===== config.mk =====
export PLATFORM = sky130hd
export DESIGN_NAME = count_seq_monitor_flat
export DESIGN_NICKNAME = d
export VERILOG_FILES = /design/src/rtl/count_seq_monitor_if.sv /design/src/rtl/count_seq_monitor.sv /design/src/flat_wrapper.sv
export SDC_FILE = /design/constraint.sdc
export NUM_CORES = 1
export LEC_CHECK = 0
export BUFFER_PORTS_ARGS = -buffer_cell sky130_fd_sc_hd__buf_2
export CORE_UTILIZATION = 45
export DETAILED_ROUTE_END_ITERATION = 7
export MAX_ROUTING_LAYER = met4
export PLACE_DENSITY = 0.65
export SYNTH_ARGS = -nofsm -noshare
export SYNTH_HDL_FRONTEND = slang
export SYNTH_SLANG_ARGS = --single-unit

===== constraint.sdc =====
create_clock -name clk -period 4.6 [get_ports clk]
set_clock_uncertainty 0.2 [all_clocks]
set_input_delay 0.92 -clock clk [delete_from_list [all_inputs] [get_ports clk]]
set_output_delay 0.92 -clock clk [all_outputs]
set_load 0.02 [all_outputs]

===== src/rtl/count_seq_monitor_if.sv =====
// Bundles the sampled counter inputs and the registered status outputs of
// count_seq_monitor. The master side (counter plus status logic) drives the
// inputs; the slave side is the monitor itself.
interface count_seq_monitor_if #(
  parameter int CW     = 4,
  parameter int WRAP_W = 8
);
  logic              en;
  logic [CW-1:0]     count_in;
  logic [CW-1:0]     match_val;
  logic              clr_wrap;
  logic              wrap_pulse;
  logic              match_pulse;
  logic              jump_pulse;
  logic [CW-1:0]     jump_val;
  logic [WRAP_W-1:0] wrap_cnt;
  logic              wrap_sat;
  logic              stall;

  modport master (
    output en, count_in, match_val, clr_wrap,
    input  wrap_pulse, match_pulse, jump_pulse, jump_val, wrap_cnt, wrap_sat, stall
  );

  modport slave (
    input  en, count_in, match_val, clr_wrap,
    output wrap_pulse, match_pulse, jump_pulse, jump_val, wrap_cnt, wrap_sat, stall
  );
endinterface


===== src/rtl/count_seq_monitor.sv =====
// count_seq_monitor: watches a free-running counter and classifies each
// enabled transition as step, hold, wrap or jump. It reports wrap, match and
// jump pulses, a saturating wrap tally with a sticky overflow flag, and a
// stall level that is raised after STALL_LIM consecutive holds.
// Every output is registered, so a sample taken at edge N is visible from
// edge N until edge N+1.
//
// state   | meaning
// --------+---------------------------------------------------------------
// IDLE    | no valid previous sample; next enabled cycle only captures
// TRACK   | previous sample valid; each enabled cycle is classified
// STALLED | count held STALL_LIM cycles; stall asserted until it moves
module count_seq_monitor #(
  parameter int CW        = 4,
  parameter int WRAP_W    = 8,
  parameter int STALL_LIM = 15
) (
  input  logic                clk,
  input  logic                reset,
  count_seq_monitor_if.slave  bus
);

  typedef enum logic [1:0] {
    IDLE    = 2'd0,
    TRACK   = 2'd1,
    STALLED = 2'd2
  } state_t;

  localparam logic [CW-1:0]     MAXV     = '1;
  localparam logic [WRAP_W-1:0] WRAP_MAX = '1;
  localparam logic [7:0]        HOLD_LIM = 8'(STALL_LIM);

  state_t            state_q, state_d;
  logic [CW-1:0]     prev_q, prev_d;
  logic [7:0]        hold_ctr_q, hold_ctr_d;
  logic              wrap_pulse_q, wrap_pulse_d;
  logic              match_pulse_q, match_pulse_d;
  logic              jump_pulse_q, jump_pulse_d;
  logic [CW-1:0]     jump_val_q, jump_val_d;
  logic [WRAP_W-1:0] wrap_cnt_q, wrap_cnt_d;
  logic              wrap_sat_q, wrap_sat_d;
  logic              stall_q, stall_d;

  logic is_wrap;
  logic is_step;
  logic is_hold;
  logic is_match;
  logic wrap_evt;

  // Transition class of the current sample against the previous one.
  always_comb begin
    is_wrap  = (prev_q == MAXV) && (bus.count_in == '0);
    is_step  = (bus.count_in == prev_q + CW'(1));
    is_hold  = (bus.count_in == prev_q);
    is_match = (bus.count_in == bus.match_val);
  end

  // Next-state, classification and output computation.
  always_comb begin
    state_d       = state_q;
    prev_d        = prev_q;
    hold_ctr_d    = hold_ctr_q;
    wrap_pulse_d  = 1'b0;
    match_pulse_d = 1'b0;
    jump_pulse_d  = 1'b0;
    jump_val_d    = jump_val_q;
    wrap_cnt_d    = wrap_cnt_q;
    wrap_sat_d    = wrap_sat_q;
    stall_d       = stall_q;
    wrap_evt      = 1'b0;

    if (!bus.en) begin
      state_d    = IDLE;
      hold_ctr_d = '0;
      stall_d    = 1'b0;
    end else begin
      case (state_q)
        IDLE: begin
          prev_d     = bus.count_in;
          hold_ctr_d = '0;
          stall_d    = 1'b0;
          state_d    = TRACK;
        end

        TRACK, STALLED: begin
          if (is_hold && !is_wrap && state_q == STALLED) begin
            // Still held: stall stays up and the hold count rests at the limit.
            stall_d = 1'b1;
          end else begin
            prev_d     = bus.count_in;
            hold_ctr_d = '0;
            stall_d    = 1'b0;
            state_d    = TRACK;
            if (is_wrap) begin
              wrap_evt      = 1'b1;
              wrap_pulse_d  = 1'b1;
              match_pulse_d = is_match;
            end else if (is_step) begin
              match_pulse_d = is_match;
            end else if (is_hold) begin
              hold_ctr_d = hold_ctr_q + 8'd1;
              if (hold_ctr_d == HOLD_LIM) begin
                state_d = STALLED;
                stall_d = 1'b1;
              end
            end else begin
              jump_pulse_d  = 1'b1;
              jump_val_d    = bus.count_in;
              match_pulse_d = is_match;
            end
          end
        end

        default: begin
          state_d    = IDLE;
          hold_ctr_d = '0;
          stall_d    = 1'b0;
        end
      endcase
    end

    // A clear coincident with a wrap counts that wrap after clearing.
    if (bus.clr_wrap) begin
      wrap_cnt_d = wrap_evt ? WRAP_W'(1) : '0;
      wrap_sat_d = 1'b0;
    end else if (wrap_evt) begin
      if (wrap_cnt_q == WRAP_MAX) begin
        wrap_sat_d = 1'b1;
      end else begin
        wrap_cnt_d = wrap_cnt_q + WRAP_W'(1);
      end
    end
  end

  // State and output registers with synchronous reset.
  always_ff @(posedge clk) begin
    if (reset) begin
      state_q       <= IDLE;
      prev_q        <= '0;
      hold_ctr_q    <= '0;
      wrap_pulse_q  <= 1'b0;
      match_pulse_q <= 1'b0;
      jump_pulse_q  <= 1'b0;
      jump_val_q    <= '0;
      wrap_cnt_q    <= '0;
      wrap_sat_q    <= 1'b0;
      stall_q       <= 1'b0;
    end else begin
      state_q       <= state_d;
      prev_q        <= prev_d;
      hold_ctr_q    <= hold_ctr_d;
      wrap_pulse_q  <= wrap_pulse_d;
      match_pulse_q <= match_pulse_d;
      jump_pulse_q  <= jump_pulse_d;
      jump_val_q    <= jump_val_d;
      wrap_cnt_q    <= wrap_cnt_d;
      wrap_sat_q    <= wrap_sat_d;
      stall_q       <= stall_d;
    end
  end

  // Registered outputs onto the interface.
  always_comb begin
    bus.wrap_pulse  = wrap_pulse_q;
    bus.match_pulse = match_pulse_q;
    bus.jump_pulse  = jump_pulse_q;
    bus.jump_val    = jump_val_q;
    bus.wrap_cnt    = wrap_cnt_q;
    bus.wrap_sat    = wrap_sat_q;
    bus.stall       = stall_q;
  end

endmodule


===== src/flat_wrapper.sv =====
// flat-port wrapper written by rule: the top's interface ports become plain ports
module count_seq_monitor_flat 
#(
  parameter int CW        = 4,
  parameter int WRAP_W    = 8,
  parameter int STALL_LIM = 15
)
  (clk, reset, bus_en, bus_count_in, bus_match_val, bus_clr_wrap, bus_wrap_pulse, bus_match_pulse, bus_jump_pulse, bus_jump_val, bus_wrap_cnt, bus_wrap_sat, bus_stall);
  count_seq_monitor_if #(.CW(CW), .WRAP_W(WRAP_W)) bus_i ();
  input  logic clk;
  input  logic reset;
  input wire logic [$bits(bus_i.en)-1:0] bus_en;
  input wire logic [$bits(bus_i.count_in)-1:0] bus_count_in;
  input wire logic [$bits(bus_i.match_val)-1:0] bus_match_val;
  input wire logic [$bits(bus_i.clr_wrap)-1:0] bus_clr_wrap;
  output wire logic [$bits(bus_i.wrap_pulse)-1:0] bus_wrap_pulse;
  output wire logic [$bits(bus_i.match_pulse)-1:0] bus_match_pulse;
  output wire logic [$bits(bus_i.jump_pulse)-1:0] bus_jump_pulse;
  output wire logic [$bits(bus_i.jump_val)-1:0] bus_jump_val;
  output wire logic [$bits(bus_i.wrap_cnt)-1:0] bus_wrap_cnt;
  output wire logic [$bits(bus_i.wrap_sat)-1:0] bus_wrap_sat;
  output wire logic [$bits(bus_i.stall)-1:0] bus_stall;
  assign bus_i.en = bus_en;
  assign bus_i.count_in = bus_count_in;
  assign bus_i.match_val = bus_match_val;
  assign bus_i.clr_wrap = bus_clr_wrap;
  assign bus_wrap_pulse = bus_i.wrap_pulse;
  assign bus_match_pulse = bus_i.match_pulse;
  assign bus_jump_pulse = bus_i.jump_pulse;
  assign bus_jump_val = bus_i.jump_val;
  assign bus_wrap_cnt = bus_i.wrap_cnt;
  assign bus_wrap_sat = bus_i.wrap_sat;
  assign bus_stall = bus_i.stall;
  count_seq_monitor #(.CW(CW), .WRAP_W(WRAP_W), .STALL_LIM(STALL_LIM)) u_core (.clk(clk), .reset(reset), .bus(bus_i));
endmodule

Word level (Yosys, flattened, before mapping)
Cells that the tools add are included.
- memory bits (writable): 0
- input port bits: 12
- memories kept: 0
- bits in latches: 0
- bits in registers: 31
- output and inout bits: 17
- logic and storage cells: 75
- bits in read-only memories: 0
- bitwise operators: 6
- magnitude comparators: 0
- multiplexer cells: 28
- eq/ne operators: 10
- add/sub/neg operators: 3
- reduce and logical (&&, ||, !) cells: 18
- divide/modulo/power cells: 0
- shifts and indexed selects: 0
- $mul: 0
- operators with widths (operator ; number):
    two-way mux 8 bit ; 6
    adder 8 x 1 -> 8 bit, second input constant ; 2
    two-way mux 1 bit ; 14
    equality test 4 bit ; 3
    two-way mux 2 bit ; 5
    equality test 8 x 4 -> 1 bit, second input constant ; 1
    equality test 8 bit, second input constant ; 1
    case mux 4 bit (2 select lines) ; 1
    inverter 1 bit ; 6
    AND reduction 6 bit ; 1
    OR reduction 2 bit ; 3
    OR reduction 6 bit ; 1
    adder 4 x 1 -> 4 bit, second input constant ; 1
    equality test 4 bit, second input constant ; 1
    zero test 4 bit ; 1
    two-way mux 4 bit ; 1
    inequality test 2 bit, second input constant ; 2
    case mux 2 bit (2 select lines) ; 1
    AND reduction 2 bit ; 2
    nonzero test 2 bit ; 2
    OR reduction 4 bit ; 1
    logical AND 1 bit ; 3
    AND reduction 3 bit ; 1
    OR reduction 3 bit ; 1
    4 further kinds ; 4

Logic depth before layout (Yosys ltp)
Gate-level depths: netlist (run 1).
- depth in word-level cells: 10
- mapped depth: 7
- mapped depth without buffers: 7

Worst setup path after synthesis (run 1)
Ideal clock, no wire load.
- kind: input-to-reg
- start: input port bus_count_in[2]
- end: register u_core.prev_q[0]
- arrival: 2.102 ns
- library setup time: 0.126 ns
- path buffers: 1
- stages: 6
- setup slack: 2.172 ns
- data required time: 4.274 ns
- cells stage by stage: buf_4 > xor2_1 > nor4_2 > a311o_2 > mux2i_1 > nor2_1
- cells in the longest elaborated chain, start to end: 7
- elaborated cells between the ends (all ways): 8
- those cells by class: eq/ne: 2; reduce/logical: 6
- ends and longest elaborated chain (item ; RTL line ; text):
    from (decl) ; flat_wrapper.sv:13 ; input wire logic [$bits(bus_i.count_in)-1:0] bus_count_in;
    zero test 4 bit ; count_seq_monitor.sv:52 ; is_wrap = (prev_q == MAXV) && (bus.count_in == '0);
    logical AND 1 bit ; count_seq_monitor.sv:52 ;
    zero test 1 bit ; count_seq_monitor.sv:86 ; if (is_hold && !is_wrap && state_q == STALLED) begin
    logical AND 1 bit (*) (2 in a row) ; count_seq_monitor.sv:86 ;
    inequality test 2 bit (no line) (*) ; - ;
    AND reduction 3 bit (no line) (*) ; - ;
    to (signal assigned) ; count_seq_monitor.sv:150 ; prev_q <= prev_d;
    to (decl) ; count_seq_monitor.sv:34 ; logic [CW-1:0] prev_q, prev_d;
Every way passes the cells marked *; elsewhere a longest branch is shown, timed or not.
A chain may end at the register's enable or synchronous reset.

Worst setup path after layout (run 1)
- start: input port bus_count_in[3]
- end: register u_core.jump_val_q[0] (netlist: u_core.bus.jump_val[0])
- cells in the longest elaborated chain, start to end: 7
- elaborated cells between the ends (all ways): 12
- those cells by class: eq/ne: 2; bitwise: 4; reduce/logical: 6
- ends and longest elaborated chain (item ; RTL line ; text):
    zero test 4 bit ; count_seq_monitor.sv:52 ;
    logical AND 1 bit ; count_seq_monitor.sv:52 ;
    zero test 1 bit ; count_seq_monitor.sv:86 ;
    logical AND 1 bit (2 in a row) ; count_seq_monitor.sv:86 ;
    inverter 1 bit (no line) ; - ;
    AND reduction 6 bit (no line) (*) ; - ;
    to (signal assigned) ; count_seq_monitor.sv:155 ; jump_val_q <= jump_val_d;
    to (decl) ; count_seq_monitor.sv:39 ; logic [CW-1:0] jump_val_q, jump_val_d;
Marks and branches as above.

==> metrics.cfg, run 1 <==
[timing]
setup_viol=0
fmaxAchievable_mhz=443
tns_ns=0
finalCritPeriodShare_pct=49.0
slew_violations=0
rsz0062_at_grt=false
slew_headroom_pct=64.1
period_needed_ns=2.26
worst_pin_slew_ns=0.539
timing.final.ws_setup_ns=2.34
hold_viol_final=0

[clock_tree]
cts_resized=0
ctsHtreeMaxLevel=2
cts_sinks=31
holdBufCountCts=0
cts_tree=done
cts_buffer_depth=2
cts.clk_slew.worst_paths_ns=0.09
clockRootBuffer=clkbuf_4
clock_latency_ns=0.33
cts_made_buffers=5
post_cts_buffers=0

[cells_and_area]
seq_area_um2=621
antenna_cells=0
drive_gt1_share_pct=20.8
layout.nets=230
multi_input_area_um2=945
area_growth_pct=14.2
fill_cells=321

[grt]
grt_max_degree=15
grt_util_all_layers_pct=18.2
grt_pass1_vias=1270
grt_antenna_before_repair=0
grt_pass1_wl_um=5430
grt_overflow=0

[outcome]
outcome=finished, final reports clean

[detailed_routing]
firstDrtPassIters=4
postRouteAntennaNets=0
wl_per_cell_um=12.0
num_vias=1370
wl_um=3110
drt_first_iter_violations=75
vias_per_cell=5.31
drc=0

[yosys]
synthesis.instances=181
syn_area_per_cell_um2=8.99
synthArstFlopShare_pct=0
synth_top_cell_by_area=dfxtp_1
synth_top_flop_cell=dfxtp_1
synth-seq-cells=31
yosysUniqueCellTypes=39
synth_fp_nets=200
synth_area_leaders=dfxtp_1, mux2i_1, nor2_1
synth_area_um2=1630
yosysWarnings=0
netlist.area_leader.share_pct=38.2
ys_seq_area_share_pct=38.2
synth_edf_count=0

[power_and_ir_drop]
ir_worst_vdd_v=0.000201
p_leak_nw=0.780
clockPowerShare_pct=34.9
swShare_pct=24.5
power.density_nw_per_um2=277
power.share.combinational_pct=10.9
internal_power_w=0.000389
switching_power_w=0.000126
power_frac_seq_pct=54.2

[floorplan]
fp.dieH_um=62.1
die_w_um=62.1
row_count=21
ioPinCount=29
die_area_um2=3860
core-area_um2=3390
start_util_pct=48.0

[worst_setup_path]
endpoint_kind=flop
rr_startpoint=u_core.state_q[0]$_SDFFE_PP0P_
path_delay_family=simple AND/OR/NAND/NOR gates
cp_cell_sequence=buf_2 > xor2_1 > or4_4 > o211ai_4 > mux2i_1 > nor2_1
ff2ff_setup_slack_ns=2.56
critical_path_required_ns=4.61
path_buf_inv=1
reg2reg_to=u_core.hold_ctr_q[2]$_SDFFE_PP0N_
arrival_ns=2.27
slowest_delay_ns=0.56
startpoint=bus_count_in[3]
crit_slowest_cell=or4_4
crit_fanout=5
rr_worst_depth=7
path_class=input pin to flop
crit_path_start_kind=input pin

[min_path]
min_to=u_core.bus.wrap_sat$_SDFFE_PP0P_
whs_path_depth=2
hold_path_class=flop to flop
min_from=u_core.bus.wrap_sat$_SDFFE_PP0P_

[flow_run]
maxCapViolCount=0

[placement]
routabilityCongestion=0.793
place_ws_ns=1.99
portBuffers=28
dp_hpwl_um=2390

## cells in the mapped netlist, drive strengths merged (2+ instances only)
cell    n
a21oi  16
and4    3
buf     3
dfxtp  31
ha      7
inv     7
mux2i  10
nand2  10
nand3  12
nand4   3
nor2   24
nor3    4
nor4    4
o21ai   6
or2     2
or3     6
xnor2   9
xor2    8
## power by group through the flow
stage	clock network, W	registers [W]	logic, W
after global routing	0.000198	0.000280	0.0000630
after detailed placement	0	0.000285	0.0000569
after global placement	0	0.000285	0.0000559
after floorplan	0	0.000287	0.0000402
final	0.000180	0.000279	0.0000563
after CTS	0.000186	0.000279	0.0000570
## cell families (layout without fill, tap and decap cells)
logic type,after synthesis,count (layout),synth area share [%]
AND/OR/NAND/NOR,74,74,24.6
flip-flops,31,31,38.2
AO/OA/AOI/OAI,29,29,11.4
XOR/XNOR,18,18,10.5
buffers and inverters,12,43,3.77
multiplexers,10,10,6.15
adder cells (fa/ha/maj),7,7,5.38
## metrics by stage
| stage | instances | total power (W) | instance area, um^2 | hold slack [ns] | utilization [%] |
|---|---|---|---|---|---|
| after global placement | 250 | 0.000340 | 1790 | 0.251 | 52.8 |
| after global routing | 258 | 0.000541 | 1860 | 0.312 | 54.8 |
| after detailed placement | 250 | 0.000342 | 1790 | 0.258 | 52.8 |
| final | 258 | 0.000515 | 1860 | 0.276 | 54.8 |
| after floorplan | 181 | 0.000327 | 1630 | 0.263 | - |
| after CTS | 258 | 0.000522 | 1860 | 0.280 | 54.8 |
## placed cells by master (no fill, tap or decap), types with 3 or more instances in the layout
master | synthesis | final
nor3_1 | 3 | 3
xnor2_1 | 9 | 9
inv_1 | 7 | 7
clkbuf_4 | 0 | 5
nor4_1 | 3 | 3
ha_1 | 7 | 7
a21oi_1 | 16 | 16
nand2_1 | 9 | 9
mux2i_1 | 10 | 10
buf_2 | 0 | 28
and4_1 | 3 | 3
xor2_1 | 8 | 8
o21ai_0 | 6 | 6
nor2_1 | 24 | 24
or3_1 | 6 | 6
nand3_1 | 12 | 12
dfxtp_1 | 31 | 31
## cell type report
cell class / instances / area share [%]
well taps: 46 / 3.10
repair buffers: 28 / 7.54
flip-flops and latches: 31 / 33.4
inverters: 7 / 1.41
multi-input cells: 138 / 50.8
clock buffers: 8 / 3.70
## sequential cells by signal, summed over array words and instances (netlist names)
| register | cells |
|---|---|
| u_core.bus.jump_pulse | 1 |
| u_core.state_q | 2 |
| u_core.bus.wrap_pulse | 1 |
| u_core.bus.jump_val | 4 |
| u_core.bus.stall | 1 |
| u_core.hold_ctr_q | 8 |
| u_core.prev_q | 4 |
| u_core.bus.wrap_sat | 1 |
| u_core.bus.wrap_cnt | 8 |
| u_core.bus.match_pulse | 1 |
## worst reg2reg max path: cells and delay by family, from the launching register on
kind / cells / cell delay [ns]
compound gates: 3 / 0.67
fa+ha+maj: 1 / 0.39
flops: 1 / 0.34
buf+inv: 3 / 0.32
## worst max path at each step
stage	to	slack, ns	cells after the start
global route	u_core.prev_q[3]$_SDFFE_PP0P_	2.25	6
CTS	u_core.bus.jump_val[0]$_SDFFE_PP0P_	2.35	6
detailed placement	u_core.bus.jump_val[0]$_SDFFE_PP0P_	1.99	6
global placement	u_core.prev_q[1]$_SDFFE_PP0P_	2.05	6
finish	u_core.bus.jump_val[0]$_SDFFE_PP0P_	2.34	6
floorplan	u_core.prev_q[0]$_SDFFE_PP0P_	2.17	6
## per-layer routing
metal / global-route usage (%) / share of wire (%) / vias to the layer above / wire [um]
li1: - / - / 704 / -
met1: 20.7 / 44 / 622 / 1380
met2: 30.8 / 49 / 38 / 1530
met3: 5.51 / 4.9 / 6 / 152
met4: 5.23 / 1.4 / 0 / 42
met5: - / 0 / - / 0
Power figures use the tool's default switching activity.
==> run 2, diff against run 1 <==
--- a/config.mk
+++ b/config.mk
@@ -5,11 +5,12 @@
 export SDC_FILE = /design/constraint.sdc
 export NUM_CORES = 1
 export LEC_CHECK = 0
+export ABC_AREA = 1
 export BUFFER_PORTS_ARGS = -buffer_cell sky130_fd_sc_hd__buf_2
 export CORE_UTILIZATION = 45
 export DETAILED_ROUTE_END_ITERATION = 7
 export MAX_ROUTING_LAYER = met4
-export PLACE_DENSITY = 0.65
+export PLACE_DENSITY = 0.64
 export SYNTH_ARGS = -nofsm -noshare
 export SYNTH_HDL_FRONTEND = slang
 export SYNTH_SLANG_ARGS = --single-unit
==> constraint.sdc (replaced) <==
create_clock -name clk -period 2.1 [get_ports clk]
set_clock_uncertainty 0.2 [all_clocks]
set_input_delay 0.42 -clock clk [delete_from_list [all_inputs] [get_ports clk]]
set_output_delay 0.42 -clock clk [all_outputs]
set_load 0.02 [all_outputs]
==> metrics.cfg, run 2 <==
[yosys]
syn_area_per_cell_um2=6.52  ; -27%
synth_area_leaders=dfxtp_1, nand2_1, inv_1
yosysUniqueCellTypes=26  ; -33%
synth_top_flop_cell=dfxtp_1
synth-seq-cells=31  ; unchanged
synth_edf_count=0  ; unchanged
synthesis.instances=281  ; +55%
synthArstFlopShare_pct=0  ; unchanged
ys_seq_area_share_pct=33.9  ; -4.3 points
synthTopCellsByCount=nand2_1, inv_1, nor2_1, dfxtp_1, a21oi_1
synth_fp_nets=300  ; +50%
netlist.area_leader.share_pct=33.9  ; -4.3 points
synth_top_cell_by_area=dfxtp_1
yosysWarnings=0  ; unchanged
synth_area_um2=1830  ; +13%
yosysMostFrequentCell=nand2_1

[clock_tree]
cts_buffer_depth=2  ; unchanged
cts.clk_slew.worst_paths_ns=0.07  ; -0.02 ns
cts_tree=done
post_cts_buffers=0  ; unchanged
ctsHtreeMaxLevel=2  ; unchanged
cts_resized=0  ; unchanged
cts_sinks=31  ; unchanged
clock_latency_ns=0.28  ; -0.05 ns
clockRootBuffer=clkbuf_8
cts_made_buffers=5  ; unchanged
holdBufCountCts=0  ; unchanged

[flow_run]
maxCapViolCount=0  ; unchanged

[timing]
slew_violations=0  ; unchanged
setup_viol=0  ; unchanged
rsz0062_at_grt=false
period_needed_ns=1.84
tns_ns=0  ; unchanged
finalCritPeriodShare_pct=87.5
worst_pin_slew_ns=0.315  ; -0.224 ns
slew_headroom_pct=78.9  ; +15 points
fmaxAchievable_mhz=544
hold_ws_ns=0.185  ; -0.0915 ns
hold_viol_final=0  ; unchanged

[grt]
grt_pass1_wl_um=6620  ; +22%
grt_util_all_layers_pct=20.5  ; +2.3 points
grt_pass1_vias=1541  ; +21%
grt_overflow=0  ; unchanged
grt_antenna_before_repair=0  ; unchanged
grt_max_degree=11  ; -4

[floorplan]
ioPinCount=29  ; unchanged
fp.dieH_um=65.8  ; +5.9%
die_w_um=65.8  ; +5.9%
start_util_pct=48.6  ; +0.59 points
core-area_um2=3770  ; +11%
die_area_um2=4330  ; +12%
row_count=22  ; +4.8%

[min_path]
hold_path_class=input pin to flop

[worst_setup_path]
rr_worst_depth=7  ; unchanged
reg2reg_to=u_core.bus.wrap_cnt[3]$_SDFFE_PP0P_
path_class=flop to flop
crit_path_start_kind=flop
startpoint=u_core.bus.wrap_cnt[1]$_SDFFE_PP0P_
critical_path_required_ns=2.07  ; -2.54 ns
ff2ff_setup_slack_ns=0.26  ; -2.30 ns
crit_path_end=u_core.bus.wrap_cnt[3]$_SDFFE_PP0P_
arrival_ns=1.81  ; -0.46 ns
endpoint_kind=flop
rr_startpoint=u_core.bus.wrap_cnt[1]$_SDFFE_PP0P_
crit_fanout=5  ; unchanged

[cells_and_area]
multi_input_area_um2=1020  ; +8.3%
area_growth_pct=17.3
antenna_cells=0  ; unchanged
seq_area_um2=621  ; unchanged
layout.nets=334  ; +45%
final_cell_mix=nand2_1, inv_1, nor2_1
fill_cells=364  ; +13%
drive_gt1_share_pct=17.7  ; -3.0 points
layout_commonest_cell=nand2_1

[detailed_routing]
wl_um=3810  ; +23%
drc=0  ; unchanged
firstDrtPassIters=4  ; unchanged
drt_first_iter_violations=105  ; +40%
vias_per_cell=4.69  ; -12%
num_vias=1707  ; +25%
postRouteAntennaNets=0  ; unchanged
wl_per_cell_um=10.5  ; -13%

[placement]
portBuffers=28  ; unchanged
routabilityCongestion=0.862  ; +8.6%
dp_hpwl_um=2960  ; +24%

[power_and_ir_drop]
power_frac_seq_pct=44.8  ; -9.4 points
power.density_nw_per_um2=632  ; +130%
switching_power_w=0.000322  ; +160%
ir_worst_vdd_v=0.000444  ; +120%
swShare_pct=23.7  ; -0.77 points
p_leak_nw=1.02  ; +31%
clockPowerShare_pct=44.7  ; +9.8 points
power.share.combinational_pct=10.6  ; -0.3 points
internal_power_w=0.00104  ; +170%

[outcome]
outcome=finished, final reports clean

## run 2: changes by cell type in the layout (fill, tap and decap cells not counted), sizes merged, moves of 4 or more
| cell | change |
|---|---|
| nand2 | +73 |
| nand4 | +4 |
| nand3b | +4 |
| or3 | -6 |
| nand3 | +6 |
| inv | +37 |
| mux2i | -10 |
| xor2 | -6 |
| nor2 | +18 |
## run 2: cells by family (layout without fill, tap and decap cells)
kind of cell             Yosys count  after routing  share of synthesized area [%]
adder cells (fa/ha/maj)            7              7                           4.78
flip-flops                        31             31                           33.9
buffers and inverters             49             84                           10.2
AO/OA/AOI/OAI                     23             23                           6.42
XOR/XNOR                           9              9                           4.30
AND/OR/NAND/NOR                  162            162                           40.4
## run 2: how the worst min path moves through the flow
| stage | endpoint | slack [ns] | start | cells past startpoint |
|---|---|---|---|---|
| 5_1_grt | u_core.bus.wrap_cnt[5]$_SDFFE_PP0P_ | 0.19 | reset | 2 |
| 4_1_cts | u_core.bus.wrap_cnt[5]$_SDFFE_PP0P_ | 0.18 | reset | 2 |
| 3_5_place_dp | u_core.bus.wrap_cnt[4]$_SDFFE_PP0P_ | 0.28 | u_core.bus.wrap_cnt[4]$_SDFFE_PP0P_ | 2 |
| 6_report | u_core.bus.wrap_cnt[5]$_SDFFE_PP0P_ | 0.18 | reset | 2 |
| 2_1_floorplan | u_core.hold_ctr_q[7]$_SDFFE_PP0N_ | 0.25 | u_core.hold_ctr_q[7]$_SDFFE_PP0N_ | 2 |
| 3_3_place_gp | u_core.bus.wrap_sat$_SDFFE_PP0P_ | 0.27 | u_core.bus.wrap_sat$_SDFFE_PP0P_ | 2 |
## run 2: power by group through the flow
stage / combinational (W) / sequential, W / clock [W]
3_5_place_dp: 0.000144 / 0.000621 / 0
5_1_grt: 0.000164 / 0.000609 / 0.000651
6_report: 0.000143 / 0.000608 / 0.000607
4_1_cts: 0.000145 / 0.000608 / 0.000622
2_1_floorplan: 0.0000982 / 0.000626 / 0
3_3_place_gp: 0.000144 / 0.000621 / 0
## run 2: critical path: stages (launching register included)
cell      delay [ns]
dfxtp_1         0.38
ha_1            0.24
nand4_1         0.16
nor2_1          0.21
nand3b_1        0.26
inv_2           0.10
a21oi_1         0.13
nor3_1          0.05
## run 2: metrics by stage
step	setup slack, ns	power, W	instances	utilization (%)	cell area [um^2]
6_report	0.263	0.00136	364	57.0	2150
5_1_grt	0.0496	0.00142	364	57.0	2150
4_1_cts	0.247	0.00137	364	57.0	2150
3_5_place_dp	0.213	0.000765	356	53.9	2030
3_3_place_gp	0.190	0.000765	356	53.9	2030
2_1_floorplan	0.360	0.000724	281	-	1830
## run 2: area by class of cell
cell class	instances	share of cell area (%)
tap	48	2.79
multi-input combinational	201	47.6
sequential	31	28.9
clock buffer	6	3.84
timing repair buffer	30	7.22
inverter	46	8.03
clock inverter	2	1.63
## run 2: layer usage
| layer | routed length [um] | vias up | track usage, % |
|---|---|---|---|
| li1 | - | 940 | - |
| met1 | 1960 | 742 | 26.0 |
| met2 | 1720 | 23 | 31.4 |
| met3 | 111 | 2 | 4.66 |
| met4 | 27 | 0 | 8.15 |
| met5 | 0 | - | - |
